## src/rtl/irq_ctrl_pkg.sv

```systemverilog
// Shared constants for the interrupt controller: register offsets, interrupt line
// numbers and a byte-enable merge helper.
package irq_ctrl_pkg;

    localparam logic [31:0] REG_MTIME_LO    = 32'h00;
    localparam logic [31:0] REG_MTIME_HI    = 32'h04;
    localparam logic [31:0] REG_MTIMECMP_LO = 32'h08;
    localparam logic [31:0] REG_MTIMECMP_HI = 32'h0C;
    localparam logic [31:0] REG_PENDING     = 32'h10;
    localparam logic [31:0] REG_ENABLE      = 32'h14;
    localparam logic [31:0] REG_MSIP        = 32'h18;
    localparam logic [31:0] REG_PRESCALE    = 32'h1C;

    localparam int IRQ_MSIP      = 3;
    localparam int IRQ_MTIP      = 7;
    localparam int IRQ_FAST_BASE = 16;

    localparam logic [31:0] IRQ_MASK = 32'hFFFF_0088;

    function automatic logic [31:0] be_merge(input logic [31:0] old_v,
                                             input logic [31:0] new_v,
                                             input logic [3:0]  be);
        logic [31:0] r;
        for (int i = 0; i < 4; i++) begin
            r[8*i +: 8] = be[i] ? new_v[8*i +: 8] : old_v[8*i +: 8];
        end
        return r;
    endfunction

endpackage

```

## src/rtl/irq_ctrl_if.sv

```systemverilog
// Single-cycle register port between a bus master and the interrupt controller.
interface irq_ctrl_if #(parameter int ADDR_WIDTH = 5);

    logic                  req;
    logic                  we;
    logic [ADDR_WIDTH-1:0] addr;
    logic [31:0]           wdata;
    logic [3:0]            be;
    logic                  gnt;
    logic                  rvalid;
    logic [31:0]           rdata;
    logic                  err;

    modport master (output req, we, addr, wdata, be,
                    input  gnt, rvalid, rdata, err);

    modport slave  (input  req, we, addr, wdata, be,
                    output gnt, rvalid, rdata, err);

endinterface

```

## src/rtl/irq_ctrl_timer.sv

```systemverilog
// Machine timer: prescaler, 64-bit mtime/mtimecmp with per-half write ports and a
// registered MTIP compare.
module irq_ctrl_timer
    import irq_ctrl_pkg::*;
#(
    parameter int PRESC_W = 16
) (
    input  logic               clk_i,
    input  logic               rst_i,
    input  logic [31:0]        wdata_i,
    input  logic [3:0]         be_i,
    input  logic               we_mtime_lo_i,
    input  logic               we_mtime_hi_i,
    input  logic               we_cmp_lo_i,
    input  logic               we_cmp_hi_i,
    input  logic               we_presc_i,
    output logic [63:0]        mtime_o,
    output logic [63:0]        mtimecmp_o,
    output logic [PRESC_W-1:0] presc_o,
    output logic               mtip_o
);

    logic [PRESC_W-1:0] cnt_q, cnt_d;
    logic [PRESC_W-1:0] presc_q, presc_d;
    logic [63:0]        mtime_q, mtime_d;
    logic [63:0]        cmp_q, cmp_d;
    logic               mtip_q;
    logic               tick;

    always_comb begin
        // >= keeps the period bounded if PRESCALE is lowered below the running count
        tick    = (cnt_q >= presc_q);
        cnt_d   = tick ? '0 : cnt_q + PRESC_W'(1);
        mtime_d = tick ? mtime_q + 64'd1 : mtime_q;
        if (we_mtime_lo_i) mtime_d[31:0]  = be_merge(mtime_q[31:0], wdata_i, be_i);
        if (we_mtime_hi_i) mtime_d[63:32] = be_merge(mtime_q[63:32], wdata_i, be_i);
        cmp_d = cmp_q;
        if (we_cmp_lo_i) cmp_d[31:0]  = be_merge(cmp_q[31:0], wdata_i, be_i);
        if (we_cmp_hi_i) cmp_d[63:32] = be_merge(cmp_q[63:32], wdata_i, be_i);
        presc_d = we_presc_i ? PRESC_W'(be_merge(32'(presc_q), wdata_i, be_i)) : presc_q;
    end

    always_ff @(posedge clk_i or posedge rst_i) begin
        if (rst_i) begin
            cnt_q   <= '0;
            presc_q <= '0;
            mtime_q <= '0;
            cmp_q   <= '1;
            mtip_q  <= 1'b0;
        end else begin
            cnt_q   <= cnt_d;
            presc_q <= presc_d;
            mtime_q <= mtime_d;
            cmp_q   <= cmp_d;
            mtip_q  <= (mtime_q >= cmp_q);
        end
    end

    assign mtime_o    = mtime_q;
    assign mtimecmp_o = cmp_q;
    assign presc_o    = presc_q;
    assign mtip_o     = mtip_q;

endmodule

```

## src/rtl/irq_ctrl.sv

```systemverilog
// Interrupt controller top: register decode, external edge detection, pending/enable
// state and the registered irq_o lines to the core.
module irq_ctrl
    import irq_ctrl_pkg::*;
#(
    parameter int NUM_EXT    = 16,
    parameter int ADDR_WIDTH = 5,
    parameter int PRESC_W    = 16
) (
    input  logic               clk_i,
    input  logic               rst_i,
    irq_ctrl_if.slave          reg_if,
    input  logic [NUM_EXT-1:0] ext_irq_i,
    output logic [31:0]        irq_o,
    input  logic               irq_ack_i,
    input  logic [4:0]         irq_id_i
);

    localparam logic [31:0] EXT_MASK  = 32'((64'd1 << NUM_EXT) - 64'd1) << IRQ_FAST_BASE;
    localparam logic [31:0] IMPL_MASK = IRQ_MASK & (EXT_MASK | 32'h0000_0088);

    logic [63:0]        mtime, mtimecmp;
    logic [PRESC_W-1:0] presc;
    logic               mtip;

    logic [31:0]        addr32, rd_mux, pend_full;
    logic               wr, acc_ok;
    logic               we_mtime_lo, we_mtime_hi, we_cmp_lo, we_cmp_hi;
    logic               we_pend, we_en, we_msip, we_presc;
    logic [NUM_EXT-1:0] ext_q, ext_rise, clr_vec;
    logic [NUM_EXT-1:0] pend_q, pend_d;
    logic [31:0]        en_q, en_d, irq_q, irq_d, rdata_q, rdata_d;
    logic               msip_q, msip_d, rvalid_q, err_q, err_d;

    irq_ctrl_timer #(.PRESC_W(PRESC_W)) u_timer (
        .clk_i         (clk_i),
        .rst_i         (rst_i),
        .wdata_i       (reg_if.wdata),
        .be_i          (reg_if.be),
        .we_mtime_lo_i (we_mtime_lo),
        .we_mtime_hi_i (we_mtime_hi),
        .we_cmp_lo_i   (we_cmp_lo),
        .we_cmp_hi_i   (we_cmp_hi),
        .we_presc_i    (we_presc),
        .mtime_o       (mtime),
        .mtimecmp_o    (mtimecmp),
        .presc_o       (presc),
        .mtip_o        (mtip)
    );

    always_comb begin
        pend_full                          = '0;
        pend_full[IRQ_MSIP]                = msip_q;
        pend_full[IRQ_MTIP]                = mtip;
        pend_full[IRQ_FAST_BASE +: NUM_EXT] = pend_q;

        addr32      = 32'(reg_if.addr);
        wr          = reg_if.req & reg_if.we;
        acc_ok      = 1'b1;
        rd_mux      = '0;
        we_mtime_lo = 1'b0;
        we_mtime_hi = 1'b0;
        we_cmp_lo   = 1'b0;
        we_cmp_hi   = 1'b0;
        we_pend     = 1'b0;
        we_en       = 1'b0;
        we_msip     = 1'b0;
        we_presc    = 1'b0;
        // misaligned addresses never match an offset and fall into default
        case (addr32)
            REG_MTIME_LO:    begin rd_mux = mtime[31:0];     we_mtime_lo = wr; end
            REG_MTIME_HI:    begin rd_mux = mtime[63:32];    we_mtime_hi = wr; end
            REG_MTIMECMP_LO: begin rd_mux = mtimecmp[31:0];  we_cmp_lo   = wr; end
            REG_MTIMECMP_HI: begin rd_mux = mtimecmp[63:32]; we_cmp_hi   = wr; end
            REG_PENDING:     begin rd_mux = pend_full;       we_pend     = wr; end
            REG_ENABLE:      begin rd_mux = en_q;            we_en       = wr; end
            REG_MSIP:        begin rd_mux = 32'(msip_q);     we_msip     = wr; end
            REG_PRESCALE:    begin rd_mux = 32'(presc);      we_presc    = wr; end
            default:         acc_ok = 1'b0;
        endcase

        rdata_d = (reg_if.req && !reg_if.we && acc_ok) ? rd_mux : '0;
        err_d   = reg_if.req & ~acc_ok;

        ext_rise = ext_irq_i & ~ext_q;
        clr_vec  = we_pend ? NUM_EXT'(be_merge('0, reg_if.wdata, reg_if.be) >> IRQ_FAST_BASE) : '0;
        for (int k = 0; k < NUM_EXT; k++) begin
            if (irq_ack_i && irq_id_i == 5'(IRQ_FAST_BASE + k)) clr_vec[k] = 1'b1;
        end
        // a new edge wins over a simultaneous ack or W1C
        pend_d = (pend_q & ~clr_vec) | ext_rise;

        en_d   = we_en ? (be_merge(en_q, reg_if.wdata, reg_if.be) & IMPL_MASK) : en_q;
        msip_d = (we_msip && reg_if.be[0]) ? reg_if.wdata[0] : msip_q;
        irq_d  = pend_full & en_q;
    end

    always_ff @(posedge clk_i or posedge rst_i) begin
        if (rst_i) begin
            ext_q    <= '0;
            pend_q   <= '0;
            en_q     <= '0;
            msip_q   <= 1'b0;
            irq_q    <= '0;
            rvalid_q <= 1'b0;
            rdata_q  <= '0;
            err_q    <= 1'b0;
        end else begin
            ext_q    <= ext_irq_i;
            pend_q   <= pend_d;
            en_q     <= en_d;
            msip_q   <= msip_d;
            irq_q    <= irq_d;
            rvalid_q <= reg_if.req;
            rdata_q  <= rdata_d;
            err_q    <= err_d;
        end
    end

    assign reg_if.gnt    = reg_if.req;
    assign reg_if.rvalid = rvalid_q;
    assign reg_if.rdata  = rdata_q;
    assign reg_if.err    = err_q;
    assign irq_o         = irq_q;

endmodule

```

## src/flat_wrapper.sv

```systemverilog
// flat-port wrapper written by rule: the top's interface ports become plain ports
module irq_ctrl_flat import irq_ctrl_pkg::*;
#(
    parameter int NUM_EXT    = 16,
    parameter int ADDR_WIDTH = 5,
    parameter int PRESC_W    = 16
)
  (clk_i, rst_i, ext_irq_i, irq_o, irq_ack_i, irq_id_i, reg_if_req, reg_if_we, reg_if_addr, reg_if_wdata, reg_if_be, reg_if_gnt, reg_if_rvalid, reg_if_rdata, reg_if_err);
  irq_ctrl_if #(.ADDR_WIDTH(ADDR_WIDTH)) reg_if_i ();
  input  logic clk_i;
  input  logic rst_i;
  input  logic [NUM_EXT-1:0] ext_irq_i;
  output logic [31:0] irq_o;
  input  logic irq_ack_i;
  input  logic [4:0] irq_id_i;
  input wire logic [$bits(reg_if_i.req)-1:0] reg_if_req;
  input wire logic [$bits(reg_if_i.we)-1:0] reg_if_we;
  input wire logic [$bits(reg_if_i.addr)-1:0] reg_if_addr;
  input wire logic [$bits(reg_if_i.wdata)-1:0] reg_if_wdata;
  input wire logic [$bits(reg_if_i.be)-1:0] reg_if_be;
  output wire logic [$bits(reg_if_i.gnt)-1:0] reg_if_gnt;
  output wire logic [$bits(reg_if_i.rvalid)-1:0] reg_if_rvalid;
  output wire logic [$bits(reg_if_i.rdata)-1:0] reg_if_rdata;
  output wire logic [$bits(reg_if_i.err)-1:0] reg_if_err;
  assign reg_if_i.req = reg_if_req;
  assign reg_if_i.we = reg_if_we;
  assign reg_if_i.addr = reg_if_addr;
  assign reg_if_i.wdata = reg_if_wdata;
  assign reg_if_i.be = reg_if_be;
  assign reg_if_gnt = reg_if_i.gnt;
  assign reg_if_rvalid = reg_if_i.rvalid;
  assign reg_if_rdata = reg_if_i.rdata;
  assign reg_if_err = reg_if_i.err;
  irq_ctrl #(.NUM_EXT(NUM_EXT), .ADDR_WIDTH(ADDR_WIDTH), .PRESC_W(PRESC_W)) u_core (.clk_i(clk_i), .rst_i(rst_i), .reg_if(reg_if_i), .ext_irq_i(ext_irq_i), .irq_o(irq_o), .irq_ack_i(irq_ack_i), .irq_id_i(irq_id_i));
endmodule
```

## config.mk

```make
export PLATFORM = sky130hd
export DESIGN_NAME = irq_ctrl_flat
export DESIGN_NICKNAME = d
export VERILOG_FILES = /design/src/rtl/irq_ctrl_pkg.sv /design/src/rtl/irq_ctrl_if.sv /design/src/rtl/irq_ctrl_timer.sv /design/src/rtl/irq_ctrl.sv /design/src/flat_wrapper.sv
export SDC_FILE = /design/constraint.sdc
export NUM_CORES = 1
export LEC_CHECK = 0
export ABC_AREA = 1
export CAP_MARGIN = 20
export CORE_ASPECT_RATIO = 1.1
export CORE_UTILIZATION = 40
export CTS_CLUSTER_DIAMETER = 120
export DETAILED_ROUTE_END_ITERATION = 12
export MAX_ROUTING_LAYER = met4
export SLEW_MARGIN = 15
export SYNTH_ARGS = -nofsm -noshare
export SYNTH_HDL_FRONTEND = slang
export SYNTH_SLANG_ARGS = --single-unit
```

## constraint.sdc

```tcl
create_clock -name clk_i -period 17.2 [get_ports clk_i]
set_input_delay 3.44 -clock clk_i [delete_from_list [all_inputs] [get_ports clk_i]]
set_output_delay 3.44 -clock clk_i [all_outputs]
set_load 0.02 [all_outputs]
```

==> results.yml, run 1 <==
cts:
  cts_tree: "built"
  cts.clk_slew.worst_paths_ps: 50
  cts-resized-gates: 0
  worst_skew_pair.late_latency_ps: 570
  hold_buffers: 0
  cts_inserted_buffers: 34
  cts-root-buf: "clkbuf_16"
  cts_sinks: 264
  ctsHtreeMaxLevel: 2
  cts_setup_buffers: 0
  cts_buffer_depth: 3
die:
  pin_count: 134
  die_y_um: 210.8
  die_area_um2: 40420
  dieWidth_um: 191.8
  fp-row-count: 76
  core_region_area_um2: 39080
  initial_core_util_pct: 40.55
routing:
  wl_mm: 55.22
  drcViolationCount: 0
  drtAntennaViolNets: 0
  wl_per_cell_um: 19.42
  post_drt_via_cell_ratio: 5.344
  drt_iter0_drc: 1255
  firstDrtPassIters: 6
  num_vias: 15190
global_route:
  met2_usage_pct: 46.17
  grt_busiest_layer: "met2"
  grt_pass1_vias: 14630
  gr-usage-met3_pct: 4.253
  grt_usage_pct: 28.59
  antenna_found_initial: 0
  grt_overflow: 0
  grt_pass1_wl_mm: 84.41
  grt_start_max_net_pins: 122
  grt_use_met1_pct: 35.68
sta:
  tns_ps: 0
  post-route-period-util_pct: 46.72
  period_needed_ps: 8036
  finalClockSkew_ps: 32.36
  finalWorstSetupSlack_ps: 9164
  max_freq_mhz: 124.4
  rsz0062_at_grt: "false"
  finalSetupViolCount: 0
  drv_slew: 0
  finalHoldViolCount: 0
  slew_headroom_pct: 33.84
  worst_pin_slew_ps: 992.4
job:
  maxCapViolations: 0
status:
  status: "completed"
synthesis:
  ys_types: 38
  async_flop_share_pct: 100.0
  synth_edf_count: 0
  synthFlopType: "dfrtp_1"
  synth.area.top_cells: "dfrtp_1, nand2_1, dfstp_2"
  ys_ff_latch: 264
  yosysWarningCount: 0
  avgSynthCellArea_um2: 7.191
  netlist.area_leader.share_pct: 31.58
  syn_inst: 2204
  synthesis.area_um2: 15850
  synth_top_cell_by_area: "dfrtp_1"
  synth-seq-area-share_pct: 42.19
critical_path:
  path_buf_inv: 2
  cp_slowest_cell: "clkdlybuf4s50_1"
  path_class: "input pin to primary output"
  critPathMaxStageDelay_ps: 620
  cp_common_cell: "clkdlybuf4s50_1"
  startpoint_type: "input pin"
  crit_path_max_fanout: 4
  path_delay_family: "buffers and inverters"
  crit_chain: "clkdlybuf4s50_1, clkdlybuf4s50_1"
  worstPathArrival_ps: 4600
  cp.required_ps: 13760
  end_kind: "primary output"
final_layout:
  area_growth_pct: 17.85
  drive_gt1_share_pct: 6.592
  final_nets: 2459
  post-route-util_pct: 47.79
  antennaDiodeCount: 0
power_and_ir_drop:
  p_leak_nw: 8.220
  power.density_nw_per_um2: 134.9
  peakVddDrop_mv: 0.09340
min_path:
  holdCritPathClass: "flip-flop to flip-flop"
place:
  hpwl_mm: 41.72
  place.gp.congestion: 0.9841
  pre_cts_ws_ps: 9153
  port_buffers: 119
==> layout by cell type (no fill, tap or decap), types with 2 or more instances in the layout <==
cell type / count
o21bai_1: 2
conb_1: 14
o21a_1: 4
clkbuf_1: 5
nor2_4: 4
clkinvlp_4: 3
nand2_1: 678
ha_1: 82
inv_1: 270
a31oi_1: 30
nor3_1: 35
inv_2: 5
buf_4: 7
a21oi_1: 61
clkbuf_16: 34
nor2_1: 220
clkdlybuf4s50_1: 119
o21ai_1: 5
xor2_1: 8
nand3b_1: 4
nand4_1: 29
clkinv_2: 4
nand2_2: 4
o21ai_0: 182
bufinv_16: 5
clkbuf_8: 8
xnor2_1: 3
clkinv_8: 2
clkinv_1: 2
nor2_2: 8
dfstp_2: 64
dfrtp_1: 200
nand3_1: 146
o22ai_1: 75
nor3b_1: 3
==> routing by layer <==
metal | share of wire [%] | vias to the layer above
met2 | 47 | 500
met1 | 43 | 7209
li1 | - | 7356
met4 | 4.4 | 0
met3 | 5.7 | 129
met5 | 0 | -
==> logic make-up after synthesis <==
family	share of synthesized area, %
AO/OA/AOI/OAI	12.40
XOR/XNOR	0.6079
adder cells (fa/ha/maj)	6.473
buffers and inverters	8.763
flip-flops	42.19
other	0.02366
AND/OR/NAND/NOR	29.54
==> Yosys cell counts (2+ instances only) <==
cell type / number
nand2_1: 678
inv_1: 271
nor2_1: 220
dfrtp_1: 200
o21ai_0: 182
nand3_1: 147
ha_1: 82
o22ai_1: 75
dfstp_2: 64
a21oi_1: 61
nor3_1: 35
clkbuf_1: 34
a31oi_1: 30
nand4_1: 29
buf_4: 18
buf_2: 15
nor2_2: 8
xor2_1: 8
inv_2: 5
o21ai_1: 5
nand2_2: 4
nand3b_1: 4
nor2_4: 4
o21a_1: 4
nor3b_1: 3
xnor2_1: 3
buf_1: 2
clkinv_1: 2
o21bai_1: 2
==> path summary, 6_finish.rpt <==
kind / start / endpoint / slack (ps) / depth (start not counted)
max: reg_if_req / reg_if_gnt / 9160 / 2
min: u_core.ext_q[15] / u_core.pend_q[15] / 430 / 1
max reg2reg: u_core.u_timer.presc_o[7] / u_core.u_timer.mtime_o[24] / 13990 / 12
min reg2reg: u_core.ext_q[15] / u_core.pend_q[15] / 430 / 1
max in group asynchronous: rst_i / u_core.u_timer.mtime_o[47] / 12110 / 3
min in group asynchronous: rst_i / u_core.reg_if.err / 3490 / 2
==> flip-flops by register name (all words and copies together) (netlist names), 16 cells and up <==
signal,cells
u_core.reg_if.rdata,32
u_core.irq_o,18
u_core.u_timer.mtime_o,64
u_core.en_q,18
u_core.ext_q,16
u_core.u_timer.presc_o,16
u_core.pend_q,16
u_core.u_timer.cnt_q,16
u_core.u_timer.mtimecmp_o,64
==> stage by stage <==
step	area, um2	power [mW]	hold slack, ps	instances
final	18680	2.520	426.9	2843
after detailed placement	17440	1.740	416.6	2781
after global placement	17440	1.716	412.2	2781
after global routing	18680	2.689	434.7	2843
after CTS	18680	2.527	425.7	2843
after floorplan	15900	1.424	409.6	2217
==> power by group <==
group | total (mW) | switching [mW] | internal [mW]
combinational | 0.823 | 0.534 | 0.289
sequential | 0.923 | 0.190 | 0.733
clock | 0.775 | 0.296 | 0.479
total | 2.52 | 1.02 | 1.50
==> final cells by class <==
| class | instances | area (um2) |
|---|---|---|
| clock buffer | 47 | 979.7 |
| tap | 507 | 634.4 |
| timing repair buffer | 126 | 1244 |
| fill | 3962 | 20400 |
| clock inverter | 15 | 255.2 |
| sequential | 264 | 6686 |
| inverter | 278 | 1051 |
| multi-input combinational | 1606 | 7828 |
Power figures use the tool's default switching activity.
==> inputs of run 2 (changes only) <==
- clock period: 17.2 -> 8.1 ns (I/O delays scaled with it)
==> run 2 against run 1 <==
Against the previous run: utilization decreased by 0.76 points; sequential power up 110%; first-iteration DRC count down 8.9%; wire length rose by 3.8%; via count shrank 0.16%; clock skew shrank 4.6 ps; total power rose by 99%; worst setup slack worse by 6400 ps; combinational power grew 120%.
==> results.yml, run 2 (synthesis gave the netlist of run 1 again) <==
final_layout:
  mostFrequentLayoutCells: "nand2_1, inv_1, nor2_1, dfrtp_1, o21ai_0"
  final_nets: 2454
  post-route-util_pct: 47.03
  drive_gt1_share_pct: 6.102
  mostFrequentLayoutCell: "nand2_1"
  fin_cells: 2834
  antennaDiodeCount: 0
  area_growth_pct: 15.98
power_and_ir_drop:
  p_leak_nw: 8.072
  switching_power_mw: 2.122
  peakVddDrop_mv: 0.1797
  power.density_nw_per_um2: 272.6
  swShare_pct: 42.34
  seqPwrFrac_pct: 39.3
  pwr-share-clk_pct: 25.4
  combPwrFrac_pct: 35.3
  p_int_mw: 2.889
  total_power_mw: 5.011
sta:
  max_freq_mhz: 188.8
  finalClockSkew_ps: 27.73
  post-route-period-util_pct: 65.39
  period_needed_ps: 5297
  rsz0062_at_grt: "false"
  finalWorstSetupSlack_ps: 2803
  worst_pin_slew_ps: 921.5
  drv_slew: 0
  tns_ps: 0
  finalHoldViolCount: 0
  finalSetupViolCount: 0
  slew_headroom_pct: 38.50
cts:
  ctsHtreeMaxLevel: 1
  cts.clk_slew.worst_paths_ps: 60
  cts-resized-gates: 0
  cts_setup_buffers: 0
  worst_skew_pair.late_latency_ps: 580
  hold_buffers: 0
  cts_sinks: 264
  cts-root-buf: "clkbuf_16"
  cts_tree: "built"
  cts_buffer_depth: 3
  cts_inserted_buffers: 28
global_route:
  grt_pass1_wl_mm: 87.24
  grt_usage_pct: 29.60
  antenna_found_initial: 0
  grt_pass1_vias: 14710
  grt_overflow: 0
  grt_start_max_net_pins: 158
status:
  status: "completed"
routing:
  wl_mm: 57.33
  num_vias: 15170
  post_drt_via_cell_ratio: 5.353
  drcViolationCount: 0
  firstDrtPassIters: 6
  drtAntennaViolNets: 0
  drt_iter0_drc: 1143
  wl_per_cell_um: 20.23
critical_path:
  path_buf_inv: 2
  critPathMaxStageDelay_ps: 780
  cp.required_ps: 8550
  rr_startpoint: "u_core.u_timer.cnt_q[5]"
  reg2reg_slack_ps: 4730
  startpoint_type: "input pin"
  ff2ff_path_depth: 11
  cp_common_cell: "nand2_1"
  cp_slowest_cell: "nand3_2"
  path_delay_family: "simple AND/OR/NAND/NOR gates"
  crit_chain: "clkdlybuf4s50_1, nor2_1, nand3_2, nor2_4, inv_2, nand2_2, nand2_1, nand2_1, nand2_1"
  crit_path_max_fanout: 52
  worstPathArrival_ps: 5750
  r2r_end: "u_core.u_timer.mtime_o[23]"
  end_kind: "flip-flop"
  path_class: "input pin to flip-flop"
die:
  dieWidth_um: 191.8
  initial_core_util_pct: 40.55
  die_area_um2: 40420
  die_y_um: 210.8
  fp-row-count: 76
  pin_count: 134
  core_region_area_um2: 39080
job:
  maxCapViolations: 0
place:
  port_buffers: 119
  pre_cts_ws_ps: 2346
  placed_cells: 2781
  place.gp.congestion: 0.9714
  hpwl_mm: 43.97
min_path:
  hp-start: "u_core.ext_q[13]"
  holdCritPathClass: "flip-flop to flip-flop"
  holdPathEnd: "u_core.pend_q[13]"
  min_path_cells: 1
-- run 2: cell type report --
type | instances | area [um2]
clock buffers | 41 | 799.5
fillers | 3938 | 20700
multi-input cells | 1606 | 7828
repair buffers | 127 | 1284
well taps | 507 | 634.4
clock inverters | 11 | 102.6
inverters | 278 | 1047
flip-flops and latches | 264 | 6686
-- run 2: how the worst max path moves through the flow --
stage	startpoint	endpoint	slack [ps]	cells past startpoint
4_1_cts	reg_if_addr[2]	u_core.u_timer.mtime_o[23]	2940	9
3_3_place_gp	reg_if_addr[4]	u_core.u_timer.mtime_o[25]	2480	10
6_report	reg_if_addr[2]	u_core.u_timer.mtime_o[23]	2800	9
5_1_grt	reg_if_addr[2]	u_core.u_timer.mtime_o[17]	2490	9
3_5_place_dp	reg_if_addr[2]	u_core.u_timer.mtime_o[26]	2350	9
2_1_floorplan	rst_i	u_core.en_q[16]	3050	1
-- run 2: metal layers --
| layer | routed length, um | global-route usage [%] | part of all wire [%] |
|---|---|---|---|
| met1 | 23990 | 36.21 | 42 |
| met2 | 28090 | 49.84 | 49 |
| met3 | 2987 | 3.422 | 5.2 |
| met4 | 2259 | 11.30 | 3.9 |
| met5 | 0 | - | 0 |
-- run 2: stage by stage --
step	hold WS, ps	cell area [um2]
floorplan	409.6	15900
global placement	410.9	17450
detailed placement	420.6	17450
CTS	424.6	18350
global route	436.6	18380
finish	420.3	18380
-- run 2: power groups by stage --
stage	clock, mW	sequential [mW]	combinational [mW]
6_report	1.27	1.97	1.77
5_1_grt	1.35	1.99	2.01
4_1_cts	1.30	1.96	1.76
3_5_place_dp	0	1.98	1.75
3_3_place_gp	0	1.98	1.71
2_1_floorplan	0	1.79	1.23
